===== src/rtl/bcd_entry_pkg.sv =====
// bcd_entry_pkg: types, constants and helpers shared by the BCD operand entry
// block.
//   state_e  : controller states (EDIT, HOLD)
//   BCD_MAX  : largest legal BCD digit value
//   bcd_inc / bcd_dec : modulo-10 digit step helpers
package bcd_entry_pkg;

  typedef enum logic {
    EDIT = 1'b0,
    HOLD = 1'b1
  } state_e;

  localparam logic [3:0] BCD_MAX = 4'd9;

  // Any out-of-range input also wraps to 0, so a digit can never settle on
  // a value from 10 to 15.
  function automatic logic [3:0] bcd_inc(input logic [3:0] d);
    logic [3:0] r;
    if (d >= BCD_MAX) r = 4'd0;
    else              r = d + 4'd1;
    return r;
  endfunction

  function automatic logic [3:0] bcd_dec(input logic [3:0] d);
    logic [3:0] r;
    if (d == 4'd0 || d > BCD_MAX) r = BCD_MAX;
    else                          r = d - 4'd1;
    return r;
  endfunction

endpackage


===== src/rtl/bcd_entry_if.sv =====
// bcd_entry_if: groups the pushbutton inputs, the consumer acknowledge and
// the operand outputs of bcd_entry.
//   master : button/ack driver and operand consumer (board or testbench)
//   slave  : bcd_entry itself
//   btn_inc/btn_dec/btn_sel/btn_ok : raw asynchronous pushbuttons, active-high
//   ack    : consumer acknowledge, synchronous to clk
//   aswu   : units digit, BCD
//   aswd   : tens digit, BCD
//   sel_d  : 0 = units selected, 1 = tens selected
//   valid  : operand pair committed and frozen
interface bcd_entry_if;
  logic       btn_inc;
  logic       btn_dec;
  logic       btn_sel;
  logic       btn_ok;
  logic       ack;
  logic [3:0] aswu;
  logic [3:0] aswd;
  logic       sel_d;
  logic       valid;

  modport master (
    output btn_inc, btn_dec, btn_sel, btn_ok, ack,
    input  aswu, aswd, sel_d, valid
  );

  modport slave (
    input  btn_inc, btn_dec, btn_sel, btn_ok, ack,
    output aswu, aswd, sel_d, valid
  );
endinterface


===== src/rtl/bcd_entry_debouncer.sv =====
// debouncer: 2-flop synchronizer, stability counter and rising-edge press
// pulse for one raw pushbutton.
//   clk     : system clock
//   rst     : asynchronous reset, active-low
//   btn_raw : raw asynchronous button level, active-high
//   pulse   : one-cycle pulse per debounced 0->1 transition
// The debounced level follows the synchronized input only after DEB_CYCLES
// consecutive cycles of disagreement; any agreement clears the counter.
module debouncer #(
  parameter int DEB_CYCLES = 500000,
  parameter int DEB_W      = 19
) (
  input  logic clk,
  input  logic rst,
  input  logic btn_raw,
  output logic pulse
);

  localparam logic [DEB_W-1:0] CNT_TC  = DEB_W'(DEB_CYCLES - 1);
  localparam logic [DEB_W-1:0] CNT_ONE = DEB_W'(1);

  logic             sync1_q, sync1_d;
  logic             sync2_q, sync2_d;
  logic             level_q, level_d;
  logic             pulse_q, pulse_d;
  logic [DEB_W-1:0] cnt_q, cnt_d;

  always_comb begin
    sync1_d = btn_raw;
    sync2_d = sync1_q;
    level_d = level_q;
    cnt_d   = '0;
    if (sync2_q != level_q) begin
      if (cnt_q == CNT_TC) begin
        level_d = sync2_q;
      end else begin
        cnt_d = cnt_q + CNT_ONE;
      end
    end
    // Registered so the pulse lines up with the cycle the level flips.
    pulse_d = level_d & ~level_q;
  end

  always_ff @(posedge clk or negedge rst) begin
    if (!rst) begin
      sync1_q <= 1'b0;
      sync2_q <= 1'b0;
      level_q <= 1'b0;
      pulse_q <= 1'b0;
      cnt_q   <= '0;
    end else begin
      sync1_q <= sync1_d;
      sync2_q <= sync2_d;
      level_q <= level_d;
      pulse_q <= pulse_d;
      cnt_q   <= cnt_d;
    end
  end

  assign pulse = pulse_q;

endmodule


===== src/rtl/bcd_entry.sv =====
// bcd_entry: two-digit BCD operand entry from four pushbuttons.
//   clk : system clock, rising edge
//   rst : asynchronous reset, active-low
//   bus : bcd_entry_if.slave (buttons, ack, operand outputs)
//
// state | meaning
// ------+-------------------------------------------------------------
// EDIT  | digits editable with inc/dec, sel toggles digit, ok commits
// HOLD  | operands frozen, valid=1, waits for ack to return to EDIT
module bcd_entry
  import bcd_entry_pkg::*;
#(
  parameter int DEB_CYCLES = 500000,
  parameter int DEB_W      = 19
) (
  input  logic              clk,
  input  logic              rst,
  bcd_entry_if.slave        bus
);

  logic inc_p, dec_p, sel_p, ok_p;

  debouncer #(.DEB_CYCLES(DEB_CYCLES), .DEB_W(DEB_W)) u_deb_inc (
    .clk(clk), .rst(rst), .btn_raw(bus.btn_inc), .pulse(inc_p));
  debouncer #(.DEB_CYCLES(DEB_CYCLES), .DEB_W(DEB_W)) u_deb_dec (
    .clk(clk), .rst(rst), .btn_raw(bus.btn_dec), .pulse(dec_p));
  debouncer #(.DEB_CYCLES(DEB_CYCLES), .DEB_W(DEB_W)) u_deb_sel (
    .clk(clk), .rst(rst), .btn_raw(bus.btn_sel), .pulse(sel_p));
  debouncer #(.DEB_CYCLES(DEB_CYCLES), .DEB_W(DEB_W)) u_deb_ok (
    .clk(clk), .rst(rst), .btn_raw(bus.btn_ok), .pulse(ok_p));

  state_e     state_q, state_d;
  logic [3:0] aswu_q, aswu_d;
  logic [3:0] aswd_q, aswd_d;
  logic       sel_digit_q, sel_digit_d;
  logic       valid_q, valid_d;

  always_comb begin
    state_d     = state_q;
    aswu_d      = aswu_q;
    aswd_d      = aswd_q;
    sel_digit_d = sel_digit_q;
    valid_d     = valid_q;
    case (state_q)
      EDIT: begin
        if (ok_p) begin
          // Commit wins; any coincident edit pulses are dropped.
          state_d = HOLD;
          valid_d = 1'b1;
        end else begin
          // inc and dec together cancel; edits use the pre-toggle selection.
          if (inc_p && !dec_p) begin
            if (sel_digit_q) aswd_d = bcd_inc(aswd_q);
            else             aswu_d = bcd_inc(aswu_q);
          end else if (dec_p && !inc_p) begin
            if (sel_digit_q) aswd_d = bcd_dec(aswd_q);
            else             aswu_d = bcd_dec(aswu_q);
          end
          if (sel_p) sel_digit_d = ~sel_digit_q;
        end
      end
      HOLD: begin
        if (bus.ack) begin
          state_d     = EDIT;
          valid_d     = 1'b0;
          sel_digit_d = 1'b0;
        end
      end
      default: begin
        state_d = EDIT;
        valid_d = 1'b0;
      end
    endcase
  end

  always_ff @(posedge clk or negedge rst) begin
    if (!rst) begin
      state_q     <= EDIT;
      aswu_q      <= 4'd0;
      aswd_q      <= 4'd0;
      sel_digit_q <= 1'b0;
      valid_q     <= 1'b0;
    end else begin
      state_q     <= state_d;
      aswu_q      <= aswu_d;
      aswd_q      <= aswd_d;
      sel_digit_q <= sel_digit_d;
      valid_q     <= valid_d;
    end
  end

  assign bus.aswu  = aswu_q;
  assign bus.aswd  = aswd_q;
  assign bus.sel_d = sel_digit_q;
  assign bus.valid = valid_q;

endmodule


===== src/flat_wrapper.sv =====
// flat-port wrapper written by rule: the top's interface ports become plain ports
module bcd_entry_flat import bcd_entry_pkg::*;
#(
  parameter int DEB_CYCLES = 500000,
  parameter int DEB_W      = 19
)
  (clk, rst, bus_btn_inc, bus_btn_dec, bus_btn_sel, bus_btn_ok, bus_ack, bus_aswu, bus_aswd, bus_sel_d, bus_valid);
  bcd_entry_if bus_i ();
  input  logic clk;
  input  logic rst;
  input wire logic [$bits(bus_i.btn_inc)-1:0] bus_btn_inc;
  input wire logic [$bits(bus_i.btn_dec)-1:0] bus_btn_dec;
  input wire logic [$bits(bus_i.btn_sel)-1:0] bus_btn_sel;
  input wire logic [$bits(bus_i.btn_ok)-1:0] bus_btn_ok;
  input wire logic [$bits(bus_i.ack)-1:0] bus_ack;
  output wire logic [$bits(bus_i.aswu)-1:0] bus_aswu;
  output wire logic [$bits(bus_i.aswd)-1:0] bus_aswd;
  output wire logic [$bits(bus_i.sel_d)-1:0] bus_sel_d;
  output wire logic [$bits(bus_i.valid)-1:0] bus_valid;
  assign bus_i.btn_inc = bus_btn_inc;
  assign bus_i.btn_dec = bus_btn_dec;
  assign bus_i.btn_sel = bus_btn_sel;
  assign bus_i.btn_ok = bus_btn_ok;
  assign bus_i.ack = bus_ack;
  assign bus_aswu = bus_i.aswu;
  assign bus_aswd = bus_i.aswd;
  assign bus_sel_d = bus_i.sel_d;
  assign bus_valid = bus_i.valid;
  bcd_entry #(.DEB_CYCLES(DEB_CYCLES), .DEB_W(DEB_W)) u_core (.clk(clk), .rst(rst), .bus(bus_i));
endmodule

===== config.mk =====
export PLATFORM = sky130hd
export DESIGN_NAME = bcd_entry_flat
export DESIGN_NICKNAME = d
export VERILOG_FILES = /design/src/rtl/bcd_entry_pkg.sv /design/src/rtl/bcd_entry_if.sv /design/src/rtl/bcd_entry_debouncer.sv /design/src/rtl/bcd_entry.sv /design/src/flat_wrapper.sv
export SDC_FILE = /design/constraint.sdc
export NUM_CORES = 1
export LEC_CHECK = 0
export ABC_CLOCK_PERIOD_IN_PS = 2100
export BUFFER_PORTS_ARGS = -buffer_cell sky130_fd_sc_hd__clkbuf_2
export CAP_MARGIN = 20
export CORE_MARGIN = 5
export CORE_UTILIZATION = 60
export CTS_BUF_LIST = sky130_fd_sc_hd__clkbuf_4 sky130_fd_sc_hd__clkbuf_8
export CTS_CLUSTER_DIAMETER = 80
export CTS_CLUSTER_SIZE = 16
export DETAILED_ROUTE_END_ITERATION = 7
export HOLD_SLACK_MARGIN = 0.15
export PLACE_DENSITY = 0.76
export SYNTH_ARGS = -nofsm -noshare
export SYNTH_HDL_FRONTEND = slang
export SYNTH_SLANG_ARGS = --single-unit

===== constraint.sdc =====
create_clock -name clk -period 2.1 [get_ports clk]
set_input_delay 0.21 -clock clk [delete_from_list [all_inputs] [get_ports clk]]
set_output_delay 0.21 -clock clk [all_outputs]
set_load 0.02 [all_outputs]

==> flow_summary.yaml, run 1 <==
run_status:
  status: "finished, final reports clean"
die:
  coreArea_mm2: 0.008593
  die_area_mm2: 0.01065
  placementRows: 34
  die_x_um: 103.2
  dieHeight_um: 103.2
  initial_utilization_pct: 60.64
  ioPinCount: 17
power:
  p_leak_nw: 2.358
  post-layout-total-power_mw: 3.565
  p_per_area_mw_per_mm2: 616.9
  vdd_drop_max_v: 0.0004413
clock_network:
  cts_root_buf: "clkbuf_8"
  clk_path_buf_depth: 2
  cts_setup_buffers: 0
  cts.repair.resized: 0
  cts.sinks: 103
  holdBufCountCts: 6
  cts_buffers: 9
  cts_tree: "built"
  clkTransAtPathRegs_ns: 0.10
  cts-htree-levels: 3
  clk_latency_ns: 0.36
sta:
  tightest_slew_ns: 0.5182
  skew_ns: 0.008167
  fmax_mhz: 513.4
  hold_violations: 0
  finalSetupViolations: 0
  finalCritPeriodShare_pct: 92.75
  slew_headroom_pct: 65.46
  final.min_clock_period_ns: 1.948
  tns_ns: 0
  hold_slack_ns: 0.3353
  slew_viol_final: 0
  rsz0062_at_grt: "false"
synthesis:
  synth-seq-cells: 103
  synth.top_cell.area_share_pct: 49.46
  synth_top_area_cell: "dfrtp_1"
  synthCells: 537
  yosysMostFrequentCell: "dfrtp_1"
  synth_edf_count: 0
  syn-num-nets: 557
  synthTopCellsByCount: "dfrtp_1 (103), nor2_1 (75), xnor2_1 (46)"
  yosys_most_used_dff: "dfrtp_1"
  syn_area_mm2: 0.005211
  seq_area_frac_synth_pct: 49.46
  yosys_warnings: 0
  synth-async-reset-ratio_pct: 100.0
  synth_area_leaders: "dfrtp_1 (49%), xnor2_1 (7.7%), nor2_1 (5.4%)"
  syn_avg_cell_area_um2: 9.704
  yosysUniqueCellTypes: 51
drt:
  route.detailed.drc: 0
  viasPerCell: 5.727
  finalWirelength_mm: 9.542
  wl_per_cell_um: 13.95
  firstDrtPassIters: 4
  num_vias: 3917
  drtAntennaViolNets: 0
  drt-initial-drc-count: 134
worst_setup_path:
  slowest_stage: "or3b_2"
  endpoint_kind: "register"
  rr_worst_depth: 6
  cp_cell_sequence: "inv_1, ha_1, or3b_2, a21oi_1, a31oi_1, a22oi_1"
  critical_path_required_ns: 2.37
  cp.arrival_ns: 2.22
  critPathKind: "register to register"
  cpPeakStageDelay_ns: 0.50
  cp-start-kind: "register"
  cp_max_fo: 8
cells_and_area:
  multiInputGateArea_mm2: 0.002471
  stdcell_area_mm2: 0.005779
  nets: 591
  seqCellArea_mm2: 0.002577
  n_antenna_cell: 0
  fill_cells: 704
  area_growth_pct: 10.90
  drive_above_1_share_pct: 11.98
grt:
  grt_max_degree: 46
  grt_pass1_wl_mm: 16.62
  antenna_found_initial: 0
  grt_pass1_vias: 3810
  globalRoute.totalOverflow: 0
  global_route.usage.total_pct: 19.32
placed_design:
  io_buffers: 16
  place.gp.congestion: 0.8952
  place_area_mm2: 0.005497
  place_hpwl_mm: 6.730
hold_path:
  hold_path.class: "input pin to async pin"
job:
  maxCapViolCount: 0
worst max-delay path, delay by kind of cell, from the launching register on:
family	cells	cell delay (ns)
DFF	1	0.47
AOI/OAI and AO/OA	3	0.57
and+or+nand+nor	1	0.50
buffers and inverters	1	0.11
adders and majority gates	1	0.21
report_power, final:
| group | switching (mW) | total (mW) | internal (mW) |
|---|---|---|---|
| registers | 0.0366 | 2.05 | 2.02 |
| clock network | 0.666 | 1.36 | 0.694 |
| logic | 0.0986 | 0.154 | 0.0552 |
| total | 0.801 | 3.57 | 2.76 |
worst paths after layout:
path | from | end | slack (ns)
max in group asynchronous | rst | u_core.u_deb_sel.cnt_q[2] | 1.07
hold reg to reg | u_core.u_deb_inc.sync1_q | u_core.u_deb_inc.sync2_q | 0.36
hold / removal | rst | u_core.u_deb_dec.cnt_q[14] | 0.34
setup reg to reg | u_core.bus.aswu[0] | u_core.bus.aswu[2] | 0.15
min in group clk | u_core.u_deb_inc.sync1_q | u_core.u_deb_inc.sync2_q | 0.36
setup / recovery | u_core.bus.aswu[0] | u_core.bus.aswu[2] | 0.15
cell usage in the layout, fill, tap and decap left out, types with 5 or more instances in the layout:
| cell type | instances |
|---|---|
| and2_1 | 5 |
| clkbuf_8 | 9 |
| dfrtp_1 | 103 |
| a221oi_1 | 5 |
| ha_1 | 13 |
| o21ai_0 | 14 |
| nand4_1 | 19 |
| xor2_1 | 12 |
| clkbuf_2 | 15 |
| nand2_1 | 28 |
| inv_1 | 28 |
| buf_4 | 15 |
| xnor2_1 | 46 |
| nand3_1 | 30 |
| a21oi_1 | 20 |
| nor4b_1 | 6 |
| dlygate4sd3_1 | 6 |
| nor2_1 | 75 |
| nor3_1 | 20 |
| or2_2 | 11 |
| nor4_1 | 21 |
| or3_1 | 9 |
state kept, by name, indices dropped and copies added (netlist names), 4 cells and up:
| register | count |
|---|---|
| u_core.u_deb_inc.cnt_q | 19 |
| u_core.bus.aswd | 4 |
| u_core.bus.aswu | 4 |
| u_core.u_deb_dec.cnt_q | 19 |
| u_core.u_deb_sel.cnt_q | 19 |
| u_core.u_deb_ok.cnt_q | 19 |
kinds of logic after synthesis:
family	synth area share (%)
mux	1.441
xor+xnor	9.748
fa+ha+maj	3.121
compound gates	7.683
simple gates	25.43
flops	49.46
buf+inv	3.121
cell type report:
class / count / area share (%)
clock inverter: 6 / 1.580
clock buffer: 10 / 2.273
timing repair buffer: 37 / 4.633
sequential: 103 / 44.60
inverter: 28 / 1.819
tap: 108 / 2.338
multi-input combinational: 392 / 42.76
stage by stage:
step / setup WS, ns / utilization, % / cells
after floorplan: 0.2292 / - / 537
after global placement: 0.2588 / 63.96 / 662
after detailed placement: 0.1854 / 63.96 / 662
after CTS: 0.1522 / 67.25 / 684
after global routing: 0.03004 / 67.25 / 684
final: 0.1522 / 67.25 / 684
routing by layer:
layer  GRT usage [%]  part of all wire, %  vias to the layer above
li1                -                    -                     1954
met1           24.91                   47                     1891
met2           32.81                   49                       57
met3           3.689                  2.6                       15
met4           6.673                  1.6                        0
met5               0                    0                        -
Power figures use the tool's default switching activity.
==> run 2, diff against run 1 <==
--- a/config.mk
+++ b/config.mk
@@ -18,4 +18,5 @@
 export PLACE_DENSITY = 0.76
 export SYNTH_ARGS = -nofsm -noshare
 export SYNTH_HDL_FRONTEND = slang
+export SYNTH_HIERARCHICAL = 1
 export SYNTH_SLANG_ARGS = --single-unit
==> flow_summary.yaml, run 2 <==
grt:
  antenna_found_initial: 0
  grt_pass1_vias: 3890
  grt_max_degree: 48
  global_route.usage.total_pct: 18.60
  grt_pass1_wl_mm: 17.48
  globalRoute.totalOverflow: 0
die:
  die_x_um: 104.9
  ioPinCount: 17
  placementRows: 34
  initial_utilization_pct: 61.62
  dieHeight_um: 104.9
  die_area_mm2: 0.01100
  coreArea_mm2: 0.008763
worst_setup_path:
  cp.arrival_ns: 2.20
  critPathLaunch: "u_core/u_deb_sel/cnt_q[0]"
  endpoint_kind: "register"
  rr_worst_depth: 5
  cp_max_fo: 6
  cp-start-kind: "register"
  critical_path_required_ns: 2.39
  reg2reg_from: "u_core/u_deb_sel/cnt_q[0]"
  critPathKind: "register to register"
sta:
  hold_violations: 0
  rsz0062_at_grt: "false"
  tns_ns: 0
  fmax_mhz: 522.5
  tightest_slew_ns: 0.6043
  finalCritPeriodShare_pct: 91.14
  skew_ns: 0.009205
  finalSetupViolations: 0
  slew_headroom_pct: 59.71
  slew_viol_final: 0
  final.min_clock_period_ns: 1.914
cells_and_area:
  stdcell_area_mm2: 0.005886
  final_cell_mix: "dfrtp_1 (102), nor2_1 (85), xnor2_1 (48), nand2_1 (35), nand4_1 (33)"
  seqCellArea_mm2: 0.002579
  layout_commonest_cell: "dfrtp_1"
  area_growth_pct: 8.990
  nets: 596
  n_antenna_cell: 0
  drive_above_1_share_pct: 12.74
  multiInputGateArea_mm2: 0.002676
  fill_cells: 713
drt:
  route.detailed.drc: 0
  drt-initial-drc-count: 184
  viasPerCell: 5.817
  finalWirelength_mm: 9.759
  drtAntennaViolNets: 0
  num_vias: 4008
  wl_per_cell_um: 14.16
  firstDrtPassIters: 5
hold_path:
  hold_start: "u_core/u_deb_sel/sync1_q"
  hold_depth: 0
  hold_path.class: "register to register"
power:
  p_leak_nw: 2.389
  vdd_drop_max_v: 0.0005854
  p_per_area_mw_per_mm2: 572.4
synthesis:
  syn_avg_cell_area_um2: 9.854
  synth-seq-cells: 103
  synth.top_cell.area_share_pct: 47.73
  seq_area_frac_synth_pct: 47.73
  yosysMostFrequentCell: "dfrtp_1"
  syn-num-nets: 568
  synth-async-reset-ratio_pct: 100.0
  synth_area_leaders: "dfrtp_1 (48%), xnor2_1 (7.8%), nor2_1 (5.9%)"
  synth_edf_count: 0
  syn_area_mm2: 0.005400
  yosysUniqueCellTypes: 56
  synthCells: 548
  synthTopCellsByCount: "dfrtp_1 (103), nor2_1 (85), xnor2_1 (48)"
  synth_top_area_cell: "dfrtp_1"
  yosys_warnings: 6
  yosys_most_used_dff: "dfrtp_1"
placed_design:
  place.gp.congestion: 0.9050
  place_hpwl_mm: 7.011
  io_buffers: 16
  place_area_mm2: 0.005624
clock_network:
  cts-htree-levels: 3
  cts_tree: "built"
  clk_latency_ns: 0.35
  cts_buffers: 9
  cts.sinks: 103
  clk_path_buf_depth: 2
  cts_root_buf: "clkbuf_8"
  clkTransAtPathRegs_ns: 0.10
job:
  maxCapViolCount: 0
run_status:
  status: "finished, final reports clean"
-- run 2: worst paths after layout --
kind                                         endpoint  slack, ns
hold / removal               u_core/u_deb_sel/sync2_q       0.36
min in group asynchronous          u_core/bus.aswu[1]       0.40
setup reg to reg           u_core/u_deb_sel/cnt_q[18]       0.19
hold reg to reg              u_core/u_deb_sel/sync2_q       0.36
setup / recovery           u_core/u_deb_sel/cnt_q[18]       0.19
max in group asynchronous   u_core/u_deb_sel/cnt_q[0]       1.03
-- run 2: routing by layer --
layer  vias up  GRT usage, %  part of all wire, %
met4         0         3.927                 0.11
met2        85         30.35                   49
met3         2         4.377                  4.2
li1       1985             -                    -
met1      1936         25.55                   47
met5         -             0                    0
-- run 2: report_power, final --
group	switching (mW)	leakage, nW	internal, mW	total (mW)
Sequential	0.0425	1.40	2.02	2.06
Combinational	0.0988	0.897	0.0605	0.159
Clock	0.681	0.0885	0.471	1.15
-- run 2: cell type report --
class	count	share of cell area [%]
Clock buffer	11	2.360
Clock inverter	5	0.7440
Inverter	22	1.403
Multi-Input combinational cell	408	45.47
Sequential cell	103	43.81
Tap cell	108	2.296
Timing Repair Buffer	32	3.912
-- run 2: worst max-delay path, stage by stage, from the launching register on --
cell and delay, ns:
dfrtp_1 0.43, ha_1 0.25, nand4_1 0.26, nor4_1 0.58
nand4_1 0.17, a21oi_1 0.16
-- run 2: cells by family after synthesis --
| group | Yosys count | share of synthesized area, % |
|---|---|---|
| compound gates | 60 | 8.040 |
| fa+ha+maj | 13 | 3.012 |
| xor+xnor | 66 | 10.70 |
| simple gates | 263 | 26.27 |
| buf+inv | 37 | 3.035 |
| mux | 6 | 1.205 |
| flops | 103 | 47.73 |
-- run 2: metrics by stage --
step                      worst slack, ns  cells  total power [mW]  util, %  hold WS (ns)
final                              0.1860    689             3.369    67.16        0.3581
after global routing              0.03239    689             3.534    67.16        0.3716
after CTS                          0.1534    689             3.420    66.95        0.3599
after detailed placement           0.1787    667             2.252    64.18        0.2621
after global placement             0.2424    667             2.243    64.18        0.2594
after floorplan                    0.2285    548             2.165        -      -0.08559
-- run 2: what timing repair did --
item,CTS,global route
hold buffers,6,0
hold endpoints to repair,50,0
gates resized for setup,0,4
buffers inserted,0,0
setup endpoints to repair,0,3
==> run 3, diff against run 2 <==
--- a/config.mk
+++ b/config.mk
@@ -9,13 +9,13 @@
 export BUFFER_PORTS_ARGS = -buffer_cell sky130_fd_sc_hd__clkbuf_2
 export CAP_MARGIN = 20
 export CORE_MARGIN = 5
-export CORE_UTILIZATION = 60
+export CORE_UTILIZATION = 35
 export CTS_BUF_LIST = sky130_fd_sc_hd__clkbuf_4 sky130_fd_sc_hd__clkbuf_8
 export CTS_CLUSTER_DIAMETER = 80
 export CTS_CLUSTER_SIZE = 16
 export DETAILED_ROUTE_END_ITERATION = 7
 export HOLD_SLACK_MARGIN = 0.15
-export PLACE_DENSITY = 0.76
+export PLACE_DENSITY = 0.49
 export SYNTH_ARGS = -nofsm -noshare
 export SYNTH_HDL_FRONTEND = slang
 export SYNTH_HIERARCHICAL = 1
==> flow_summary.yaml, run 3 (same netlist as run 2, synthesis figures left out) <==
run_status:
  status: "finished, final reports clean"
sta:
  rsz0062_at_grt: "false"
  slew_headroom_pct: 61.91
  fmax_mhz: 526.3
  finalCritPeriodShare_pct: 90.48
  finalSetupViolations: 0
  final.min_clock_period_ns: 1.900
  finalWorstSetupSlack_ns: 0.1998
  slew_viol_final: 0
  hold_violations: 0
  skew_ns: 0.008747
  tightest_slew_ns: 0.5713
  tns_ns: 0
job:
  maxCapViolCount: 0
worst_setup_path:
  critical_path_required_ns: 2.41
  reg2reg_from: "u_core/u_deb_ok/cnt_q[0]"
  worstReg2RegEnd: "u_core/u_deb_ok/cnt_q[18]"
  cp_max_fo: 6
  endpoint_kind: "register"
  cp-start-kind: "register"
  rr_worst_depth: 5
  critPathKind: "register to register"
  rrSetupSlack_ns: 0.20
  cp.arrival_ns: 2.21
clock_network:
  cts_tree: "built"
  clk_path_buf_depth: 2
  cts_setup_buffers: 0
  clk_latency_ns: 0.38
  cts_buffers: 9
  cts_root_buf: "clkbuf_8"
  cts.sinks: 103
  clkTransAtPathRegs_ns: 0.11
  cts-htree-levels: 3
die:
  dieHeight_um: 134.2
  die_area_mm2: 0.01801
  placementRows: 45
  coreArea_mm2: 0.01515
  die_x_um: 134.2
  ioPinCount: 17
  initial_utilization_pct: 35.65
cells_and_area:
  drive_above_1_share_pct: 12.65
  stdcell_area_mm2: 0.006012
  area_growth_pct: 11.33
  layout_commonest_cell: "dfrtp_1"
  nets: 600
  final_cell_mix: "dfrtp_1 (103), nor2_1 (85), xnor2_1 (48), nand2_1 (35), nand4_1 (33)"
  final_cell_count_no_fill: 773
  n_antenna_cell: 0
drt:
  wl_per_cell_um: 13.53
  firstDrtPassIters: 4
  route.detailed.drc: 0
  finalWirelength_mm: 10.46
  num_vias: 3936
  drt-initial-drc-count: 234
  viasPerCell: 5.092
  drtAntennaViolNets: 0
placed_design:
  place_hpwl_mm: 7.369
  pre_cts_slack_ns: 0.2028
  io_buffers: 16
  place_area_mm2: 0.005754
  dp.cells: 751
  place.gp.congestion: 0.8345
grt:
  grt_pass1_wl_mm: 18.60
  globalRoute.totalOverflow: 0
  global_route.usage.total_pct: 12.41
  antenna_found_initial: 0
  grt_max_degree: 43
  grt_pass1_vias: 3800
power:
  p_per_area_mw_per_mm2: 580.3
  post-layout-total-power_mw: 3.489
  vdd_drop_max_v: 0.0003515
  p_leak_nw: 2.420
hold_path:
  hold_path.class: "input pin to async pin"
run 3: report_power, final:
group / leakage (nW) / switching, mW / internal, mW
Clock: 0.0992 / 0.715 / 0.553
Sequential: 1.41 / 0.0434 / 2.02
Combinational: 0.915 / 0.100 / 0.0609
Total: 2.42 / 0.859 / 2.63
run 3: layer usage:
layer / up-vias / track usage [%] / part of all wire [%]
met5: - / 0 / 0
met4: 0 / 4.751 / 1.5
met3: 10 / 2.251 / 3.1
met2: 59 / 18.77 / 45
met1: 1872 / 17.70 / 50
li1: 1995 / - / -
run 3: area by class of cell:
type / count / area [um^2]
timing repair buffer: 36 / 260.3
tap: 188 / 235.2
sequential: 103 / 2577
clock inverter: 7 / 73.82
fill: 1481 / 9134
clock buffer: 9 / 123.9
inverter: 22 / 82.58
multi-input combinational: 408 / 2659
run 3: what timing repair did:
| action | 4_1_cts | 5_1_grt |
|---|---|---|
| resized for setup | 0 | 0 |
| hold buffers | 6 | 0 |
| endpoints found under the hold margin | 45 | 0 |
run 3: worst max-delay path by stage:
stage | end | startpoint | cells after the start | slack, ns
4_1_cts | u_core/u_deb_ok/cnt_q[18] | u_core/u_deb_ok/cnt_q[0] | 5 | 0.19
5_1_grt | u_core/u_deb_ok/cnt_q[18] | u_core/u_deb_ok/cnt_q[0] | 5 | 0.01
2_1_floorplan | u_core/bus.aswu[2] | u_core/bus.aswu[0] | 7 | 0.23
3_5_place_dp | u_core/u_deb_ok/cnt_q[18] | u_core/u_deb_ok/cnt_q[0] | 5 | 0.20
3_3_place_gp | u_core/u_deb_sel/level_q | u_core/u_deb_sel/cnt_q[0] | 5 | 0.21
6_report | u_core/u_deb_ok/cnt_q[18] | u_core/u_deb_ok/cnt_q[0] | 5 | 0.20
run 3: through the flow:
stage / util (%) / hold WS (ns)
detailed placement: 37.99 / 0.2499
finish: 39.69 / 0.3490
floorplan: - / -0.08559
CTS: 39.69 / 0.3620
global route: 39.69 / 0.3795
global placement: 37.99 / 0.2552
run 3: critical path, cell delays in order (launching register included):
cell	delay [ns]
dfrtp_1	0.44
ha_1	0.26
nand4_1	0.25
nor4_1	0.57
nand4_1	0.16
a21oi_1	0.16
